[src/rtl/dmem_arbiter_pkg.sv]
// Shared types for the data-memory arbiter: FSM states, access owner and the
// latched request record.
package dmem_arb_pkg;

  localparam int REQ_ADDR_W = 32;
  localparam int REQ_DATA_W = 32;

  typedef enum logic [1:0] {
    IDLE,
    ISSUE,
    WAIT,
    RESP
  } state_t;

  typedef enum logic {
    OWN_CPU,
    OWN_DBG
  } owner_t;

  typedef struct packed {
    logic                  we;
    logic [REQ_ADDR_W-1:0] addr;
    logic [REQ_DATA_W-1:0] wdata;
  } req_t;

endpackage

[src/rtl/dmem_arbiter_if.sv]
// Bundle of the CPU, debug and memory-side signals around the arbiter.
// The arbiter connects through 'slave'; requesters and memory use 'master'.
interface dmem_arbiter_if #(
  parameter int ADDR_W = 32,
  parameter int DATA_W = 32
);

  logic              cpu_req_i;
  logic              cpu_we_i;
  logic [ADDR_W-1:0] cpu_addr_i;
  logic [DATA_W-1:0] cpu_wdata_i;
  logic [DATA_W-1:0] cpu_rdata_o;
  logic              cpu_stall_o;

  logic              dbg_req_i;
  logic              dbg_we_i;
  logic [ADDR_W-1:0] dbg_addr_i;
  logic [DATA_W-1:0] dbg_wdata_i;
  logic [DATA_W-1:0] dbg_rdata_o;
  logic              dbg_ack_o;

  logic              mem_en_o;
  logic              mem_we_o;
  logic [ADDR_W-1:0] mem_addr_o;
  logic [DATA_W-1:0] mem_wdata_o;
  logic [DATA_W-1:0] mem_rdata_i;

  modport slave (
    input  cpu_req_i, cpu_we_i, cpu_addr_i, cpu_wdata_i,
    output cpu_rdata_o, cpu_stall_o,
    input  dbg_req_i, dbg_we_i, dbg_addr_i, dbg_wdata_i,
    output dbg_rdata_o, dbg_ack_o,
    output mem_en_o, mem_we_o, mem_addr_o, mem_wdata_o,
    input  mem_rdata_i
  );

  modport master (
    output cpu_req_i, cpu_we_i, cpu_addr_i, cpu_wdata_i,
    input  cpu_rdata_o, cpu_stall_o,
    output dbg_req_i, dbg_we_i, dbg_addr_i, dbg_wdata_i,
    input  dbg_rdata_o, dbg_ack_o,
    input  mem_en_o, mem_we_o, mem_addr_o, mem_wdata_o,
    output mem_rdata_i
  );

endinterface

[src/rtl/dmem_arbiter.sv]
// Shares a fixed-latency single-ported data memory between the CPU MEM stage
// and a debug/DMA port; CPU has priority, bounded by a starvation guard.
module dmem_arbiter
  import dmem_arb_pkg::*;
#(
  parameter int ADDR_W     = 32,
  parameter int DATA_W     = 32,
  parameter int MEM_LAT    = 2,
  parameter int STARVE_LIM = 4
) (
  input logic            clk_i,
  input logic            rst_i,
  dmem_arbiter_if.slave  bus
);

  localparam logic [3:0] LAT_LOAD   = 4'(MEM_LAT - 1);
  localparam logic [3:0] STARVE_MAX = 4'(STARVE_LIM);

  state_t            state;
  owner_t            owner;
  logic [3:0]        cnt;
  logic [3:0]        starve_cnt;
  logic [DATA_W-1:0] cpu_rdata;
  logic [DATA_W-1:0] dbg_rdata;
  logic              mem_we;
  logic [ADDR_W-1:0] mem_addr;
  logic [DATA_W-1:0] mem_wdata;

  logic any_req;
  logic dbg_wins;
  req_t sel_req;

  // Debug takes the slot when it is alone or the CPU has used up its quota.
  always_comb begin
    any_req  = bus.cpu_req_i | bus.dbg_req_i;
    dbg_wins = bus.dbg_req_i & (~bus.cpu_req_i | (starve_cnt == STARVE_MAX));
    sel_req  = '{we:    bus.cpu_we_i,
                 addr:  REQ_ADDR_W'(bus.cpu_addr_i),
                 wdata: REQ_DATA_W'(bus.cpu_wdata_i)};
    if (dbg_wins) begin
      sel_req = '{we:    bus.dbg_we_i,
                  addr:  REQ_ADDR_W'(bus.dbg_addr_i),
                  wdata: REQ_DATA_W'(bus.dbg_wdata_i)};
    end
  end

  always_ff @(posedge clk_i or posedge rst_i) begin
    if (rst_i) begin
      state      <= IDLE;
      owner      <= OWN_CPU;
      cnt        <= '0;
      starve_cnt <= '0;
      cpu_rdata  <= '0;
      dbg_rdata  <= '0;
      mem_we     <= 1'b0;
      mem_addr   <= '0;
      mem_wdata  <= '0;
    end else begin
      case (state)
        IDLE: begin
          if (any_req) begin
            state     <= ISSUE;
            owner     <= dbg_wins ? OWN_DBG : OWN_CPU;
            mem_we    <= sel_req.we;
            mem_addr  <= ADDR_W'(sel_req.addr);
            mem_wdata <= DATA_W'(sel_req.wdata);
            if (dbg_wins || !bus.dbg_req_i) begin
              starve_cnt <= '0;
            end else if (starve_cnt != STARVE_MAX) begin
              starve_cnt <= starve_cnt + 4'd1;
            end
          end
        end
        ISSUE: begin
          cnt   <= LAT_LOAD;
          state <= WAIT;
        end
        WAIT: begin
          if (cnt == 4'd0) begin
            if (owner == OWN_CPU) begin
              cpu_rdata <= bus.mem_rdata_i;
            end else begin
              dbg_rdata <= bus.mem_rdata_i;
            end
            state <= RESP;
          end else begin
            cnt <= cnt - 4'd1;
          end
        end
        RESP: begin
          state     <= IDLE;
          mem_we    <= 1'b0;
          mem_addr  <= '0;
          mem_wdata <= '0;
        end
        default: state <= IDLE;
      endcase
    end
  end

  // Stall is released only in the CPU's own completion cycle.
  assign bus.cpu_stall_o = ~rst_i & bus.cpu_req_i & ~((state == RESP) && (owner == OWN_CPU));
  assign bus.dbg_ack_o   = ~rst_i & (state == RESP) & (owner == OWN_DBG);
  assign bus.cpu_rdata_o = cpu_rdata;
  assign bus.dbg_rdata_o = dbg_rdata;
  assign bus.mem_en_o    = (state == ISSUE);
  assign bus.mem_we_o    = mem_we;
  assign bus.mem_addr_o  = mem_addr;
  assign bus.mem_wdata_o = mem_wdata;

endmodule

[src/flat_wrapper.sv]
// flat-port wrapper written by rule: the top's interface ports become plain ports
module dmem_arbiter_flat import dmem_arb_pkg::*;
#(
  parameter int ADDR_W     = 32,
  parameter int DATA_W     = 32,
  parameter int MEM_LAT    = 2,
  parameter int STARVE_LIM = 4
)
  (clk_i, rst_i, bus_cpu_req_i, bus_cpu_we_i, bus_cpu_addr_i, bus_cpu_wdata_i, bus_cpu_rdata_o, bus_cpu_stall_o, bus_dbg_req_i, bus_dbg_we_i, bus_dbg_addr_i, bus_dbg_wdata_i, bus_dbg_rdata_o, bus_dbg_ack_o, bus_mem_en_o, bus_mem_we_o, bus_mem_addr_o, bus_mem_wdata_o, bus_mem_rdata_i);
  dmem_arbiter_if #(.ADDR_W(ADDR_W), .DATA_W(DATA_W)) bus_i ();
  input logic clk_i;
  input logic rst_i;
  input wire logic [$bits(bus_i.cpu_req_i)-1:0] bus_cpu_req_i;
  input wire logic [$bits(bus_i.cpu_we_i)-1:0] bus_cpu_we_i;
  input wire logic [$bits(bus_i.cpu_addr_i)-1:0] bus_cpu_addr_i;
  input wire logic [$bits(bus_i.cpu_wdata_i)-1:0] bus_cpu_wdata_i;
  output wire logic [$bits(bus_i.cpu_rdata_o)-1:0] bus_cpu_rdata_o;
  output wire logic [$bits(bus_i.cpu_stall_o)-1:0] bus_cpu_stall_o;
  input wire logic [$bits(bus_i.dbg_req_i)-1:0] bus_dbg_req_i;
  input wire logic [$bits(bus_i.dbg_we_i)-1:0] bus_dbg_we_i;
  input wire logic [$bits(bus_i.dbg_addr_i)-1:0] bus_dbg_addr_i;
  input wire logic [$bits(bus_i.dbg_wdata_i)-1:0] bus_dbg_wdata_i;
  output wire logic [$bits(bus_i.dbg_rdata_o)-1:0] bus_dbg_rdata_o;
  output wire logic [$bits(bus_i.dbg_ack_o)-1:0] bus_dbg_ack_o;
  output wire logic [$bits(bus_i.mem_en_o)-1:0] bus_mem_en_o;
  output wire logic [$bits(bus_i.mem_we_o)-1:0] bus_mem_we_o;
  output wire logic [$bits(bus_i.mem_addr_o)-1:0] bus_mem_addr_o;
  output wire logic [$bits(bus_i.mem_wdata_o)-1:0] bus_mem_wdata_o;
  input wire logic [$bits(bus_i.mem_rdata_i)-1:0] bus_mem_rdata_i;
  assign bus_i.cpu_req_i = bus_cpu_req_i;
  assign bus_i.cpu_we_i = bus_cpu_we_i;
  assign bus_i.cpu_addr_i = bus_cpu_addr_i;
  assign bus_i.cpu_wdata_i = bus_cpu_wdata_i;
  assign bus_cpu_rdata_o = bus_i.cpu_rdata_o;
  assign bus_cpu_stall_o = bus_i.cpu_stall_o;
  assign bus_i.dbg_req_i = bus_dbg_req_i;
  assign bus_i.dbg_we_i = bus_dbg_we_i;
  assign bus_i.dbg_addr_i = bus_dbg_addr_i;
  assign bus_i.dbg_wdata_i = bus_dbg_wdata_i;
  assign bus_dbg_rdata_o = bus_i.dbg_rdata_o;
  assign bus_dbg_ack_o = bus_i.dbg_ack_o;
  assign bus_mem_en_o = bus_i.mem_en_o;
  assign bus_mem_we_o = bus_i.mem_we_o;
  assign bus_mem_addr_o = bus_i.mem_addr_o;
  assign bus_mem_wdata_o = bus_i.mem_wdata_o;
  assign bus_i.mem_rdata_i = bus_mem_rdata_i;
  dmem_arbiter #(.ADDR_W(ADDR_W), .DATA_W(DATA_W), .MEM_LAT(MEM_LAT), .STARVE_LIM(STARVE_LIM)) u_core (.clk_i(clk_i), .rst_i(rst_i), .bus(bus_i));
endmodule
[config.mk]
export PLATFORM = sky130hd
export DESIGN_NAME = dmem_arbiter_flat
export DESIGN_NICKNAME = d
export VERILOG_FILES = /design/src/rtl/dmem_arbiter_pkg.sv /design/src/rtl/dmem_arbiter_if.sv /design/src/rtl/dmem_arbiter.sv /design/src/flat_wrapper.sv
export SDC_FILE = /design/constraint.sdc
export NUM_CORES = 1
export LEC_CHECK = 0
export BUFFER_PORTS_ARGS = -buffer_cell sky130_fd_sc_hd__buf_2
export CORE_MARGIN = 2
export CORE_UTILIZATION = 44
export CTS_BUF_LIST = sky130_fd_sc_hd__clkbuf_2
export DETAILED_ROUTE_END_ITERATION = 16
export GPL_ROUTABILITY_DRIVEN = 0
export PLACE_DENSITY = 0.78
export SYNTH_ARGS = -nofsm -noshare
export SYNTH_HDL_FRONTEND = slang
export SYNTH_SLANG_ARGS = --single-unit
[constraint.sdc]
create_clock -name clk_i -period 4.7 [get_ports clk_i]
set_input_delay 0.705 -clock clk_i [delete_from_list [all_inputs] [get_ports clk_i]]
set_output_delay 0.705 -clock clk_i [all_outputs]
set_load 0.1 [all_outputs]
# Word level (Yosys, flattened, before mapping)
# Cells that the tools add are included.
# W data, S select, Z words.
# totals
register_bits	140
latch_bits	0
mem_bits_rw	0
rom_bits	0
in_bits	166
out_inout_bits	132
wordCells	60
memories	0
# classes
add_sub_neg	2
mul	0
n_div	0
order_cmp	0
n_eq_ne	8
shift	0
mux	15
bitwise	11
n_reduce_logical	15
# ops
cell	count
$pmux W32 S2	2
$mux W65	1
$mux W32	2
$mux W4	3
$reduce_and A3 Y1	3
$pmux W2 S4	1
$pmux W4 S2	1
$reduce_and A2 Y1	4
$reduce_bool A2 Y1	3
$and A1 B1 Y1	5
$add A4 B1 Y4 const B	1
$eq A2 B2 Y1 const B	2
$eq A4 B3 Y1 const B	1
$logic_not A4 Y1	1
$mux W2	2
$ne A2 B1 Y1 const B	2
$ne A4 B3 Y1 const B	1
$not A1 Y1	4
$sub A4 B1 Y4 const B	1
$eq A2 B1 Y1 const B	1
$logic_not A2 Y1	1
$mux W1	2
$ne A2 B2 Y1 const B	1
$or A1 B1 Y1	2
other kinds (4)	4

# Longest topological paths before layout
# Gate-level depths: netlist of run 1.
# logic_depth
ltp_word	6
depth_mapped	7
depth_no_buf	5

# Least setup slack after synthesis of run 1
# No wires, ideal clock.
# synth_path
path_type	input to output
start	input rst_i
end	output bus_dbg_ack_o
arrival_time_ps	4687
required_time_ps	3995
path_slack_ps	-692
cell_stages	2
n_path_buf	0
cell_sequence	inv_1 > and3_1
# synth_between
elab_chain_len	3
# synth_rtl
item	line	text
from (decl)	flat_wrapper.sv:12	input logic rst_i;
$not A1 Y1	dmem_arbiter.sv:103	assign bus.dbg_ack_o = ~rst_i & (state == RESP) & (owner == OWN_DBG);
$and A1 B1 Y1 (2 in a row)	dmem_arbiter.sv:103	
to (decl)	flat_wrapper.sv:24	output wire logic [$bits(bus_i.dbg_ack_o)-1:0] bus_dbg_ack_o;
# No other way between the ends.

# Final worst setup path of run 1
# layout_path
start	register u_core.state[0]
end	output bus_cpu_stall_o
# layout_between
elab_chain_len	4
# layout_rtl
item	line	text
from (decl)	dmem_arbiter.sv:19	state_t state;
from (signal assigned)	dmem_arbiter.sv:49	state <= IDLE;
from (signal assigned)	dmem_arbiter.sv:62	state <= ISSUE;
from (signal assigned)	dmem_arbiter.sv:76	state <= WAIT;
$eq A2 B2 Y1	dmem_arbiter.sv:102	assign bus.cpu_stall_o = ~rst_i & bus.cpu_req_i & ~((state == RESP) && (owner == OWN_CPU));
$logic_and A1 B1 Y1	dmem_arbiter.sv:102	
$not A1 Y1	dmem_arbiter.sv:102	
$and A1 B1 Y1	dmem_arbiter.sv:102	
to (decl)	flat_wrapper.sv:18	output wire logic [$bits(bus_i.cpu_stall_o)-1:0] bus_cpu_stall_o;
# No other way between the ends.

==> results.toml, run 1 <==
[placement]
hpwl_mm = 12.9
placedInstanceArea_um2 = 8350
place.port_buffers = 297
pre_cts_ws_ns = 2.08
dp.cells = 1025

[synthesis]
synth_warnings = 0
netlist.area_leader.share_pct = 51.9
synth_ff_type = "sky130_fd_sc_hd__dfrtp_1"
synth.ff_latch_count = 140
synth_top_cell_by_area = "sky130_fd_sc_hd__dfrtp_1"
yosysMostFrequentCell = "sky130_fd_sc_hd__dfrtp_1"
synth-edff-count = 0
synthTopCellsByCount = "sky130_fd_sc_hd__dfrtp_1, sky130_fd_sc_hd__inv_1, sky130_fd_sc_hd__o21ai_0"
synth_area_um2 = 6750
syn_nets = 767
ys_types = 38
syn_area_per_cell_um2 = 11.4
synth_area_leaders = "sky130_fd_sc_hd__dfrtp_1, sky130_fd_sc_hd__o2111ai_1, sky130_fd_sc_hd__o311ai_0"
asyncSetResetFlopFracSynth_pct = 100
synthesis.instances = 592
synth-seq-area-share_pct = 51.9

[critical_path]
setup.worst_path.end_class = "output pin"
timing.rr.end = "u_core.bus.dbg_rdata_o[21]"
cp_max_fanout = 4
worst_setup_path_endpoint = "bus_cpu_stall_o"
critical_path.startpoint_type = "register"
worst-endpoint-required_ns = 3.99
r2r-start = "u_core.cnt[0]"
crit_path_start = "u_core.state[0]"
critical_path_class = "reg -> out"
crit_arrival_ns = 2.21
reg2reg_depth = 5
reg2reg_setup_slack_ns = 2.16

[floorplanning]
design.portCount = 298
rows = 45
core_area_um2 = 15100
die_w_um = 128
die-area_um2 = 16300
die_y_um = 128
starting_density_of_the_core_pct = 44.7

[grt]
largest_net_degree_at_the_start_of_global_routing = 73
antenna_violations_before_repair = 1
first_pass_grt_wire_length_mm = 30.4
grt.total_usage_pct = 23.6
grt_pass1_vias = 5905
grt_overflow = 0

[cells_and_area]
flow.area_growth_from_synthesis_pct = 28.1
final_cell_count_no_fill = 1058
net_count_of_the_finished_layout = 1031
final_design_area_no_fill_um2 = 8650
share_of_final_layout_standard_cells_stronger_than_drive_strength_1_pct = 47.4

[drt]
detail_route.drc_violations = 0
drt_iter0_drc = 377
vias_per_cell = 5.72
drt_pre_antenna_iters = 4
num_vias = 6054
routed_wire_per_std_cell_um = 18.3
routed_wire_length_mm = 19.4
drt.antenna.violating_nets = 0

[clock_tree]
clkSinkCount = 140
cts-htree-levels = 4
cts_setup_buffers = 0
cts_resized = 0
clockRootBuffer = "sky130_fd_sc_hd__clkbuf_2"
clock_tree.buffer_depth = 2
cts_buffers = 17
clkLatencyLatePin_ns = 0.70
tritoncts_clock_tree = "built"
cts_hold_buffers = 0
clk_transition_reported_paths_ns = 0.23

[sta]
highest_clock_frequency_the_design_can_meet_ghz = 0.343
fin_crit_ns = 2.91
number_of_max_slew_violations_in_the_final_report = 0
setup_viol = 0
relative_max_transition_margin_pct = 25.1
clock_skew_ns = 0.0282
worst_slew_pin_slew_ns = 1.12
setup_slack_ns = 1.79
finalCritPeriodShare_pct = 61.9
grt_setup_unrepaired = "false"
timing.setup.tns_ns = 0
finalHoldViolCount = 0

[outcome]
status = "complete, no violations"

[worst_hold_path]
worst_hold_path_type = "in -> reg"

[job]
drv_cap = 0
[registers in the layout (all words and copies together), names as in the netlist]
| name | flops |
|---|---|
| u_core.starve_cnt | 4 |
| u_core.bus.mem_addr_o | 32 |
| u_core.owner | 1 |
| u_core.bus.mem_wdata_o | 32 |
| u_core.bus.dbg_rdata_o | 32 |
| u_core.cnt | 4 |
| u_core.state | 2 |
| u_core.bus.cpu_rdata_o | 32 |
| u_core.bus.mem_we_o | 1 |
[layout make-up]
class                      count  area [µm²]
fill                        1320        6440
antenna                        1        2.50
multi-input combinational    310        2720
tap                          188         235
inverter                      78         297
clock buffer                  17        85.1
sequential                   140        3500
timing repair buffer         309        1590
clock inverter                15         210
[through the flow]
| step | util, % | hold slack [ns] |
|---|---|---|
| 2_1_floorplan | - | 0.469 |
| 3_3_place_gp | 55.3 | 0.465 |
| 3_5_place_dp | 55.3 | 0.478 |
| 4_1_cts | 57.3 | 0.124 |
| 5_1_grt | 57.3 | 0.107 |
| 6_report | 57.3 | 0.224 |
[cells by family after synthesis]
kind of cell / after synthesis / share of synthesized area (%)
muxes: 69 / 13.1
adders and majority gates: 9 / 1.67
DFF: 140 / 51.9
xor gates and xnor gates: 2 / 0.260
AOI/OAI and AO/OA: 209 / 23.0
and+or+nand+nor: 21 / 1.76
buffers and inverters: 142 / 8.31
[layout by cell type, fill, tap and decap left out, drive strengths merged, types with 4 or more instances in the layout]
cell type	instances
clkbuf	17
o2111ai	65
o21ai	70
mux2i	4
inv	82
bufinv	4
buf	309
clkinv	6
mux2	65
nand2	5
o311ai	65
ha	9
dfrtp	140
[worst max-delay path, cell delays in order, from the launching register on]
cell and delay [ns]:
sky130_fd_sc_hd__dfrtp_1 0.47, sky130_fd_sc_hd__ha_1 0.32, sky130_fd_sc_hd__a211oi_1 0.25, sky130_fd_sc_hd__buf_2 0.48
[layer usage]
layer / GRT usage, % / routed length (µm) / part of all wire [%] / up-vias
met4: 8.79 / 315 / 1.6 / 0
met5: 0 / 0 / 0 / -
met2: 39.4 / 9520 / 49 / 328
met3: 5.76 / 1510 / 7.8 / 26
li1: - / - / - / 2765
met1: 29.7 / 8050 / 41 / 2935
[how the worst min path moves through the flow]
stage,startpoint,end,cells after the start
2_1_floorplan,u_core.cnt[0],u_core.cnt[0],1
3_3_place_gp,u_core.bus.cpu_rdata_o[25],u_core.bus.cpu_rdata_o[25],1
3_5_place_dp,u_core.bus.cpu_rdata_o[25],u_core.bus.cpu_rdata_o[25],1
4_1_cts,bus_mem_rdata_i[26],u_core.bus.cpu_rdata_o[26],2
5_1_grt,bus_mem_rdata_i[17],u_core.bus.dbg_rdata_o[17],2
6_report,bus_mem_rdata_i[26],u_core.bus.cpu_rdata_o[26],2
Power of run 1 is not shown: default switching activity piles up to over one toggle a cycle in this logic, so the estimate is an artifact.
==> inputs of run 2 (changes only) <==
clock period = 2.4 ns   (was 4.7 ns; I/O delays follow)
==> run 2 against run 1 <==
  * Non-clock buffer count grew 173
  * Highest routed layer unchanged
  * Core utilization grew 12 points
  * Setup slack lost 1.7 ns
  * Sequential cell count is the same
  * Final area grew 20%
  * Via count grew 18%
  * Wire length grew 23%
  * Die area is the same
  * Largest cell class unchanged
  * Cell count grew 16%
==> results.toml, run 2 (synthesized netlist as in run 1, its figures left out) <==
[sta]
fin_crit_ns = 2.32
worst_slew_pin_slew_ns = 1.16
grt_setup_unrepaired = "true"
clock_skew_ns = 0.0607
finalCritPeriodShare_pct = 96.7
relative_max_transition_margin_pct = 22.4
highest_clock_frequency_the_design_can_meet_ghz = 0.431
fin_hold_ws_ns = 0.448
setup_viol = 0
finalHoldViolCount = 0
number_of_max_slew_violations_in_the_final_report = 0

[clock_tree]
clock_tree.buffer_depth = 2
clockRootBuffer = "sky130_fd_sc_hd__clkbuf_2"
tritoncts_clock_tree = "built"
clkSinkCount = 140
cts-htree-levels = 4
clk_transition_reported_paths_ns = 0.22
cts_buffers = 17
clkLatencyLatePin_ns = 0.70

[placement]
hpwl_mm = 12.5
placedInstanceArea_um2 = 8430
place.port_buffers = 297
dp.cells = 1027

[grt]
first_pass_grt_wire_length_mm = 37.6
grt.total_usage_pct = 28.9
grt_pass1_vias = 7479
antenna_violations_before_repair = 1
largest_net_degree_at_the_start_of_global_routing = 78
grt_overflow = 0

[cells_and_area]
final_core_util_pct = 68.9
mostFrequentLayoutCell = "sky130_fd_sc_hd__buf_2"
net_count_of_the_finished_layout = 1205
share_of_final_layout_standard_cells_stronger_than_drive_strength_1_pct = 41.0
final_cell_count_no_fill = 1232
mostFrequentLayoutCells = "sky130_fd_sc_hd__buf_2, sky130_fd_sc_hd__dlygate4sd3_1, sky130_fd_sc_hd__dfrtp_1"
flow.area_growth_from_synthesis_pct = 54.0
n_fill_cell = 998
final_design_area_no_fill_um2 = 10400

[drt]
drt_pre_antenna_iters = 5
detail_route.drc_violations = 0
num_vias = 7129
routed_wire_per_std_cell_um = 19.4
drt.antenna.violating_nets = 0
routed_wire_length_mm = 23.9
drt_iter0_drc = 531
vias_per_cell = 5.79

[critical_path]
critical_path_class = "reg -> reg"
worst-endpoint-required_ns = 2.96
setup.worst_path.end_class = "register"
crit_arrival_ns = 2.88
critical_path.startpoint_type = "register"
cp_max_fanout = 32

[floorplanning]
die_y_um = 128
core_area_um2 = 15100
starting_density_of_the_core_pct = 44.7
die-area_um2 = 16300
die_w_um = 128
rows = 45
design.portCount = 298

[worst_hold_path]
worst_hold_path_type = "in -> reg"

[outcome]
status = "complete, no violations"

[job]
drv_cap = 0
run 2: layout make-up:
cell class / instances / area (µm²) / share of cell area (%)
tap: 188 / 235 / 2.26
sequential: 140 / 3500 / 33.7
multi-input combinational: 311 / 2760 / 26.5
clock buffer: 19 / 95.1 / 0.915
clock inverter: 13 / 140 / 1.35
inverter: 78 / 297 / 2.85
timing repair buffer: 482 / 3360 / 32.3
antenna: 1 / 2.50 / 0.0241
run 2: worst max-delay path, stage by stage, from the launching register on:
cell                      delay [ns]
sky130_fd_sc_hd__dfrtp_1        0.45
sky130_fd_sc_hd__buf_4          0.16
sky130_fd_sc_hd__inv_1          0.10
sky130_fd_sc_hd__ha_1           0.31
sky130_fd_sc_hd__inv_1          0.14
sky130_fd_sc_hd__or3_2          0.53
sky130_fd_sc_hd__buf_12         0.21
sky130_fd_sc_hd__mux2_4         0.32
run 2: repair_timing:
action / in CTS / in global routing
setup buffers: 2 / 4
resized for setup: 5 / 8
pin swaps: 2 / 3
cloned: 0 / 1
endpoints found under the setup margin: 2 / 30
hold buffers: 165 / 0
endpoints found under the hold margin: 264 / 0
run 2: routing by layer:
metal	GRT usage [%]	vias to the layer above	share of wire [%]
met5	0	-	0
met4	13.3	0	4.4
met3	9.22	107	10
met2	47.8	566	47
met1	34.6	3334	38
li1	-	3122	-
run 2: worst paths after layout:
kind	start	endpoint	slack (ns)	cells after the start
setup / recovery	u_core.state[0]	u_core.bus.dbg_rdata_o[5]	0.08	7
hold / removal	bus_mem_rdata_i[28]	u_core.bus.dbg_rdata_o[28]	0.45	3
setup reg to reg	u_core.state[0]	u_core.bus.dbg_rdata_o[5]	0.08	7
hold reg to reg	u_core.bus.cpu_rdata_o[25]	u_core.bus.cpu_rdata_o[25]	0.52	1
max in group asynchronous	rst_i	u_core.bus.mem_wdata_o[16]	1.20	4
min in group asynchronous	rst_i	u_core.bus.mem_addr_o[23]	0.53	4
run 2: through the flow:
stage	setup slack [ns]	TNS, ns
final	0.0786	0
after global routing	-0.0271	-0.213
after CTS	-0.00852	-0.00852
after detailed placement	0.124	0
after global placement	0.239	0
after floorplan	-1.16	-1.16
Power of run 2 is left out for the same reason.
==> inputs of run 3 (changes only) <==
CORE_UTILIZATION = 53   (was 44)
PLACE_DENSITY = 0.88   (was 0.78)
clock period = 2.8 ns   (was 2.4 ns; I/O delays follow)
==> run 3 against run 2 <==
  * Register-to-register slack gained 0.05 ns
  * Sequential share of layout area rose by 0.34 points
  * Wire length grew 7.6%
  * Global-route usage rose by 7.5 points
  * Hold slack got worse by 0.36 ns
  * Clock skew fell by 0.020 ns
  * Critical path type unchanged
  * Highest routed layer unchanged
==> results.toml, run 3 (synthesized netlist as in run 1, its figures left out) <==
[sta]
highest_clock_frequency_the_design_can_meet_ghz = 0.374
worst_slew_pin_slew_ns = 1.21
number_of_max_slew_violations_in_the_final_report = 0
finalCritPeriodShare_pct = 95.5
clock_skew_ns = 0.0411
finalHoldViolCount = 0
grt_setup_unrepaired = "false"
fin_crit_ns = 2.67
timing.setup.tns_ns = 0
setup_viol = 0
relative_max_transition_margin_pct = 19.3

[critical_path]
cp_max_fanout = 22
critical_path.startpoint_type = "register"
crit_path_max_incr_delay_ns = 0.61
cpMaxStageDelayCell = "sky130_fd_sc_hd__dlygate4sd3_1"
crit_arrival_ns = 3.30
worst-endpoint-required_ns = 3.42
worstPathCellList = "inv_1 > ha_2 > nor2b_4 > o21ai_2 > o311ai_0 > dlygate4sd3_1"
critical_path_class = "reg -> reg"
setup.worst_path.end_class = "register"

[clock_tree]
cts_buffers = 17
clockRootBuffer = "sky130_fd_sc_hd__clkbuf_2"
clkSinkCount = 140
tritoncts_clock_tree = "built"
clkLatencyLatePin_ns = 0.69
clk_transition_reported_paths_ns = 0.20
clock_tree.buffer_depth = 2
cts-htree-levels = 4
cts_setup_buffers = 0

[grt]
antenna_violations_before_repair = 0
grt.total_usage_pct = 36.4
grt_overflow = 0
largest_net_degree_at_the_start_of_global_routing = 141
grt_pass1_vias = 7287
first_pass_grt_wire_length_mm = 38.1

[floorplanning]
design.portCount = 298
starting_density_of_the_core_pct = 53.9
core_area_um2 = 12500
die_w_um = 117
die_y_um = 117
rows = 41
die-area_um2 = 13700

[drt]
drt.antenna.violating_nets = 0
detail_route.drc_violations = 0
drt_pre_antenna_iters = 7
drt_iter0_drc = 800
num_vias = 7318
vias_per_cell = 6.06
routed_wire_length_mm = 25.7
routed_wire_per_std_cell_um = 21.3

[job]
drv_cap = 0

[cells_and_area]
final_cell_count_no_fill = 1207
share_of_final_layout_standard_cells_stronger_than_drive_strength_1_pct = 40.6
mostFrequentLayoutCells = "sky130_fd_sc_hd__buf_2, sky130_fd_sc_hd__dlygate4sd3_1, sky130_fd_sc_hd__dfrtp_1"
final_design_area_no_fill_um2 = 10300
final_core_util_pct = 82.2
net_count_of_the_finished_layout = 1196
mostFrequentLayoutCell = "sky130_fd_sc_hd__buf_2"
flow.area_growth_from_synthesis_pct = 52.5

[placement]
dp.cells = 1011
place.port_buffers = 297
placedInstanceArea_um2 = 8390
hpwl_mm = 12.9

[outcome]
status = "complete, no violations"

[worst_hold_path]
worst_hold_path_type = "in -> reg"
-- run 3: cell count changes in the layout (fill, tap and decap cells not counted), sizes merged --
cell         delta
buf             -6
dlygate4sd3     -4
o21ai           +2
bufinv          +1
clkbuf          -1
clkinv          +1
inv             -1
nor2            -1
-- run 3: what timing repair did --
action	4_1_cts	5_1_grt
hold buffers	161	0
hold endpoints to repair	269	0
resized for setup	0	9
endpoints found under the setup margin	0	63
-- run 3: final timing paths --
kind / startpoint / endpoint / slack [ns] / cells past startpoint
setup / recovery: u_core.state[0] / u_core.bus.mem_wdata_o[16] / 0.13 / 6
hold / removal: bus_dbg_addr_i[2] / u_core.bus.mem_addr_o[2] / 0.08 / 3
setup reg to reg: u_core.state[0] / u_core.bus.mem_wdata_o[16] / 0.13 / 6
hold reg to reg: u_core.cnt[0] / u_core.cnt[0] / 0.53 / 1
max in group asynchronous: rst_i / u_core.bus.mem_wdata_o[2] / 1.69 / 4
min in group asynchronous: rst_i / u_core.bus.dbg_rdata_o[6] / 0.53 / 4
-- run 3: final cells by class --
class | count | area, µm²
well taps | 172 | 215
inverters | 78 | 297
repair buffers | 472 | 3250
multi-input cells | 312 | 2760
clock inverters | 14 | 169
fillers | 688 | 2230
diodes | 1 | 2.50
flip-flops and latches | 140 | 3500
clock buffers | 18 | 90.1
-- run 3: per-stage QoR --
stage / setup slack (ns) / hold slack (ns)
3_5_place_dp: 0.496 / 0.487
5_1_grt: 0.0272 / 0.0241
2_1_floorplan: -0.877 / 0.469
3_3_place_gp: 0.584 / 0.463
6_report: 0.127 / 0.0838
4_1_cts: 0.0634 / 0.00771
-- run 3: per-layer routing --
layer	track usage (%)	vias up	wire length [µm]
met4	20.9	0	1460
met1	43.0	3466	8980
met5	0	-	0
met3	9.63	148	2610
li1	-	3113	-
met2	60.5	591	12600
-- run 3: worst max-delay path, delay by kind of cell, from the launching register on --
kind            cells  cell delay [ns]
compound gates      2             0.87
simple gates        1             0.29
fa+ha+maj           1             0.28
buf+inv             2             0.74
flops               1             0.45
Power of run 3 is left out for the same reason.
